### config.mk
export PLATFORM = sky130hd
export DESIGN_NAME = pc_sequencer
export DESIGN_NICKNAME = d
export VERILOG_FILES = /design/src/rtl/pc_sequencer.sv
export SDC_FILE = /design/constraint.sdc
export NUM_CORES = 1
export LEC_CHECK = 0
export ABC_CLOCK_PERIOD_IN_PS = 5450
export CORE_MARGIN = 5
export CORE_UTILIZATION = 40
export CTS_CLUSTER_DIAMETER = 100
export CTS_CLUSTER_SIZE = 25
export DETAILED_ROUTE_END_ITERATION = 7
export PLACE_DENSITY = 0.81
export SLEW_MARGIN = 20
export SYNTH_ARGS = -nofsm -noshare
export SYNTH_HDL_FRONTEND = slang
export SYNTH_SLANG_ARGS = --single-unit
export TNS_END_PERCENT = 5
### constraint.sdc
create_clock -name clk -period 5.45 [get_ports clk]
set_input_delay 0.8175 -clock clk [delete_from_list [all_inputs] [get_ports clk]]
set_output_delay 0.8175 -clock clk [all_outputs]
set_load 0.05 [all_outputs]
### src/rtl/pc_sequencer.sv
// Multicycle PC sequencer: owns the architectural PC, fetches one instruction at a time,
// fires a one-cycle execute enable and picks the next PC or a trap redirect on completion.
module pc_sequencer #(
  parameter logic [31:0] RESET_PC = 32'h8000_0000
) (
  input  logic        clk,
  input  logic        rst_n,
  output logic        ifu_req_valid,
  input  logic        ifu_req_ready,
  output logic [31:0] ifu_req_addr,
  input  logic        ifu_resp_valid,
  output logic        ifu_resp_ready,
  input  logic [31:0] ifu_resp_inst,
  input  logic        ifu_resp_err,
  output logic [31:0] inst,
  output logic        inst_valid,
  input  logic        exu_done,
  input  logic        halt,
  input  logic        jump_flag,
  input  logic        branch_flag,
  input  logic        is_mret,
  input  logic        is_ecall,
  input  logic [31:0] exu_res,
  input  logic [31:0] branch_pc,
  input  logic [31:0] mtvec,
  input  logic [31:0] mepc,
  output logic [31:0] pc,
  output logic [31:0] snpc,
  output logic        commit,
  output logic        trap_take,
  output logic [31:0] trap_epc,
  output logic [3:0]  trap_cause,
  output logic        halted
);

  typedef enum logic [2:0] {StIdle, StFetch, StWait, StExec, StHalted} state_e;

  state_e      state_q, state_d;
  logic [31:0] pc_q, pc_d;
  logic [31:0] inst_q, inst_d;
  logic        inst_valid_q, inst_valid_d;
  logic        commit_q, commit_d;
  logic        trap_take_q, trap_take_d;
  logic [31:0] trap_epc_q, trap_epc_d;
  logic [3:0]  trap_cause_q, trap_cause_d;
  logic [31:0] tgt;
  logic        tgt_is_ctl;

  // Only jump/branch targets are subject to the alignment check.
  always_comb begin
    tgt        = snpc;
    tgt_is_ctl = 1'b0;
    if (is_ecall) begin
      tgt = mtvec;
    end else if (is_mret) begin
      tgt = mepc;
    end else if (jump_flag) begin
      tgt        = exu_res;
      tgt_is_ctl = 1'b1;
    end else if (branch_flag) begin
      tgt        = branch_pc;
      tgt_is_ctl = 1'b1;
    end
  end

  always_comb begin
    state_d      = state_q;
    pc_d         = pc_q;
    inst_d       = inst_q;
    inst_valid_d = 1'b0;
    commit_d     = 1'b0;
    trap_take_d  = 1'b0;
    trap_epc_d   = trap_epc_q;
    trap_cause_d = trap_cause_q;
    case (state_q)
      StIdle:  state_d = StFetch;
      StFetch: if (ifu_req_ready) state_d = StWait;
      StWait: begin
        if (ifu_resp_valid) begin
          if (ifu_resp_err) begin
            pc_d         = mtvec;
            trap_take_d  = 1'b1;
            trap_epc_d   = pc_q;
            trap_cause_d = 4'd1;
            state_d      = StFetch;
          end else begin
            inst_d       = ifu_resp_inst;
            inst_valid_d = 1'b1;
            state_d      = StExec;
          end
        end
      end
      StExec: begin
        if (exu_done) begin
          if (halt) begin
            commit_d = 1'b1;
            state_d  = StHalted;
          end else if (tgt_is_ctl && (tgt[1:0] != 2'b00)) begin
            pc_d         = mtvec;
            trap_take_d  = 1'b1;
            trap_epc_d   = pc_q;
            trap_cause_d = 4'd0;
            state_d      = StFetch;
          end else begin
            pc_d     = tgt;
            commit_d = 1'b1;
            state_d  = StFetch;
          end
        end
      end
      StHalted: state_d = StHalted;
      default:  state_d = StIdle;
    endcase
  end

  always_ff @(posedge clk) begin
    if (!rst_n) begin
      state_q      <= StIdle;
      pc_q         <= RESET_PC;
      inst_q       <= 32'h0;
      inst_valid_q <= 1'b0;
      commit_q     <= 1'b0;
      trap_take_q  <= 1'b0;
      trap_epc_q   <= 32'h0;
      trap_cause_q <= 4'h0;
    end else begin
      state_q      <= state_d;
      pc_q         <= pc_d;
      inst_q       <= inst_d;
      inst_valid_q <= inst_valid_d;
      commit_q     <= commit_d;
      trap_take_q  <= trap_take_d;
      trap_epc_q   <= trap_epc_d;
      trap_cause_q <= trap_cause_d;
    end
  end

  assign ifu_req_valid  = (state_q == StFetch);
  assign ifu_req_addr   = pc_q;
  assign ifu_resp_ready = (state_q == StWait);
  assign inst           = inst_q;
  assign inst_valid     = inst_valid_q;
  assign pc             = pc_q;
  assign snpc           = pc_q + 32'd4;
  assign commit         = commit_q;
  assign trap_take      = trap_take_q;
  assign trap_epc       = trap_epc_q;
  assign trap_cause     = trap_cause_q;
  assign halted         = (state_q == StHalted);

endmodule
After elaboration in Yosys (flattened, before gate mapping)
Cells that the tools add are included.
{"block": "word_totals", "register_bits": 106, "out_inout_bits": 170}
{"block": "classes", "add_sub_neg": 1, "n_eq_ne": 10, "muxes": 41, "bitwise": 1, "n_reduce_logical": 10}
{"operator": "$mux 32", "count": 14}
{"operator": "$pmux 32 s2", "count": 2}
{"operator": "$add 32x3->32 const B", "count": 1}
{"operator": "$mux 4", "count": 5}
{"operator": "$pmux 3 s5", "count": 1}
{"operator": "$mux 1", "count": 12}
{"operator": "$mux 3", "count": 4}
{"operator": "$reduce_and 3->1", "count": 4}
{"operator": "$ne 2x2->1 const B", "count": 4}
{"operator": "$pmux 4 s2", "count": 1}
{"operator": "$eq 3x2->1 const B", "count": 2}
{"operator": "$reduce_and 6->1", "count": 1}
{"operator": "$reduce_and 5->1", "count": 1}
{"operator": "$ne 2x1->1 const B", "count": 2}
{"operator": "$reduce_bool 2->1", "count": 2}
{"operator": "$eq 3x1->1 const B", "count": 1}
{"operator": "$eq 3x3->1 const B", "count": 1}
{"operator": "$logic_not 3->1", "count": 1}
{"operator": "$mux 2", "count": 1}
{"operator": "$pmux 1 s2", "count": 1}
{"operator": "$logic_and 1x1->1", "count": 1}
{"operator": "$not 1->1", "count": 1}

Longest topological paths before layout
{"block": "depth", "ltp_word": 11, "depth_mapped": 10}

Least setup slack after synthesis
Ideal clock, no wire load.
{"block": "synth_timing", "path_kind": "register to output", "start": "register pc_q[2] (netlist: ifu_req_addr[2])", "end": "output port snpc[26]", "arrival_time_ns": 2.572, "required_ns": 4.633, "path_slack_ns": 2.060, "stages_incl_launch_ff": 6, "path_buffers": 0, "path_cell_list": "dfxtp_1 ha_1 nand4_1 nor3_1 nand4_1 xnor2_1"}
{"block": "synth_via", "elab_chain_cells": 1}
{"element": "from (decl)", "line": "39", "rtl": "logic [31:0] pc_q, pc_d;"}
{"element": "from (signal assigned)", "line": "128", "rtl": "pc_q <= pc_d;"}
{"element": "$add 32x3->32", "line": "144", "rtl": "assign snpc = pc_q + 32'd4;"}
{"element": "to (decl)", "line": "28", "rtl": "output logic [31:0] snpc,"}
No other way between the ends.

Worst setup path in the final report
{"block": "layout_timing", "start": "register pc_q[2] (netlist: ifu_req_addr[2])", "end": "output port snpc[24]"}
Same word-level chain as after synthesis.

==> flow_metrics.tcl <==
set metrics [dict create \
    rsz0062_at_grt "no" \
    drive_above_1_share 0.0496 \
    rr_worst_depth 5 \
    rrSetupSlack_ns 2.41 \
    synthCells 786 \
    dr.first_iter.drc_count 441 \
    remaining_drc_errors 0 \
    power.density_nw_per_um2 202 \
    antenna_found_initial 0 \
    ys_types 67 \
    drv_slew 0 \
    coreArea_sq_um 14500 \
    hold_violations 0 \
    worstReg2RegStart "state_q[1]" \
    diodes 0 \
    ys_warn_count 0 \
    overflow 0 \
    port-buffer-count 337 \
    numCtsBuffers 9 \
    placed_cells 1216 \
    htreeDepth 3 \
    nets 1215 \
    ys_seq_elements 103 \
    synth_edf_count 0 \
    cp_max_fo 9 \
    fillers 1256 \
    cts.sinks 103 \
    firstDrtPassIters 5 \
    grt_pass1_vias 6775 \
    async_reset_ff_frac 0 \
    die_h_um 131 \
    ios 341 \
    cts_setup_buffers 0 \
    netlist.area_leader.share 0.350 \
    clock_skew_ns 0.0115 \
    crit_type "reg2out" \
    die_w_um 131 \
    synth_area_per_cell_sq_um 7.50 \
    layoutNonFillerInstCount 1232 \
    start_kind "register" \
    synth.largest_area_cell "dfxtp_1" \
    worst_pin_slew_ns 0.941 \
    cts.root.buffer_cell "clkbuf_16" \
    min_period_ns 4.30 \
    initial_utilization 0.407 \
    worst_setup_path_end_kind "primary output" \
    outcome "finished clean" \
    peakVddDrop_mv 0.131 \
    viasPerCell 5.54 \
    r2r_end "trap_cause[0]" \
    hpwl_mm 18.9 \
    p_leak_nw 3.25 \
    clk-insertion-delay-late_ns 0.35 \
    syn_to_final_growth_pct 58.2 \
    setup_tns_ns 0 \
    crit_path_start "ifu_req_addr[2]" \
    grt_pass1_wl_mm 38.3 \
    yosysMostFrequentCell "nand2_1" \
    wl_per_cell_um 20.4 \
    synth_area_sq_um 5900 \
    synth.area.top_cells "dfxtp_1 (35%), nand2_1 (11%), a21oi_1 (9.2%), buf_4 (5.0%), o21ai_0 (3.0%)" \
    finalCritPeriodShare 0.788 \
    clock.fmax_mhz 233 \
    antenna_left 0 \
    grt_max_degree 71 \
    cts_tree "built" \
    die-area_sq_um 17300 \
    ys_seq_area_frac 0.350 \
    hold_buffers 0 \
    cts-resized-gates 0 \
    worstSetupEndpoint "snpc[24]" \
    clk_pin_slew_ns 0.07 \
    num_vias 6823 \
    synth_ff_type "dfxtp_1" \
    gp_congestion 0.909 \
    setup_viol 0 \
    cp.required_ns 4.63 \
    synthTopCellsByCount "nand2_1 (168), a21oi_1 (109), dfxtp_1 (103)" \
    holdCritPathClass "reg2reg" \
    max-cap-violations 0 \
    cts_buffer_depth 2 \
    track_usage 0.276 \
    routed_wl_mm 25.2 \
    slew_headroom 0.372 \
    rows 44 \
    critPathArrivalTime_ns 3.48 \
]
==> final cells by class <==
type / instances / area [sq um] / area share
Sequential cell: 103 / 2060 / 0.221
Inverter: 14 / 52.6 / 0.00563
Clock inverter: 7 / 101 / 0.0109
Timing Repair Buffer: 346 / 3440 / 0.368
Tap cell: 184 / 230 / 0.0247
Clock buffer: 9 / 225 / 0.0241
Multi-Input combinational cell: 569 / 3220 / 0.345
==> cell usage in the layout, fill, tap and decap left out, types with 7 or more instances in the layout <==
cell / n
a211oi_1: 8
a21oi_1: 109
a221o_1: 9
buf_4: 9
clkbuf_16: 9
clkdlybuf4s50_1: 336
dfxtp_1: 103
inv_1: 13
nand2_1: 168
nand2b_1: 7
nand3_1: 18
nand4_1: 8
nor2_1: 31
nor4_1: 8
o211ai_1: 9
o21ai_0: 35
o21ai_1: 11
o22ai_1: 8
xnor2_1: 13
xor2_1: 9
==> metal layers <==
layer	wire, um	up-vias	track usage
met5	0	-	0
met2	12200	367	0.471
met4	817	0	0.110
met1	9960	3155	0.333
met3	2180	53	0.0715
li1	-	3248	-
==> cells by family (layout without fill, tap and decap cells) <==
group           after synthesis  in the layout  synth area share
simple gates                288            288             0.231
compound gates              248            248             0.264
buf+inv                     116            376             0.107
flops                       103            103             0.350
xor+xnor                     22             22            0.0327
mux                           7              7            0.0121
fa+ha+maj                     1              1           0.00212
other cells                   1              3          0.000636
==> how the worst min path moves through the flow <==
stage	start	to	slack, ns	cells past startpoint
after floorplan	state_q[2]	state_q[0]	0.46	1
after global placement	trap_epc[15]	trap_epc[15]	0.44	2
after detailed placement	inst[13]	inst[13]	0.45	2
after CTS	inst[0]	inst[0]	0.46	2
after global routing	inst[17]	inst[17]	0.47	2
final	trap_epc[27]	trap_epc[27]	0.45	2
==> worst max-delay path, stage by stage (launching register included) <==
cell             delay [ns]
dfxtp_1                0.55
ha_1                   0.31
nand4_1                0.21
nor3_1                 0.54
nand4_1                0.19
xnor2_1                0.39
clkdlybuf4s50_1        0.93
==> sequential cells by signal, summed over array words and instances (netlist names) <==
name,cells
state_q,3
trap_take,1
trap_epc,32
commit,1
trap_cause,1
ifu_req_addr,32
inst_valid,1
inst,32
==> report_power, final <==
group	internal [mW]	switching, mW	total [mW]	leakage, nW
logic	0.187	0.211	0.398	2.26
registers	0.763	0.0205	0.783	0.831
clock network	0.372	0.327	0.699	0.155
total	1.32	0.559	1.88	3.25
==> per-stage QoR <==
stage / power, mW / cell area, sq um / hold WS, ns / utilization / setup WS [ns]
2_1_floorplan: 0.998 / 5910 / 0.462 / - / 2.06
3_3_place_gp: 1.19 / 9000 / 0.440 / 0.622 / 1.48
3_5_place_dp: 1.20 / 9000 / 0.446 / 0.622 / 1.43
4_1_cts: 1.89 / 9330 / 0.456 / 0.644 / 1.15
5_1_grt: 1.94 / 9330 / 0.471 / 0.644 / 0.965
6_report: 1.88 / 9330 / 0.455 / 0.644 / 1.15
Power figures use the tool's default switching activity.
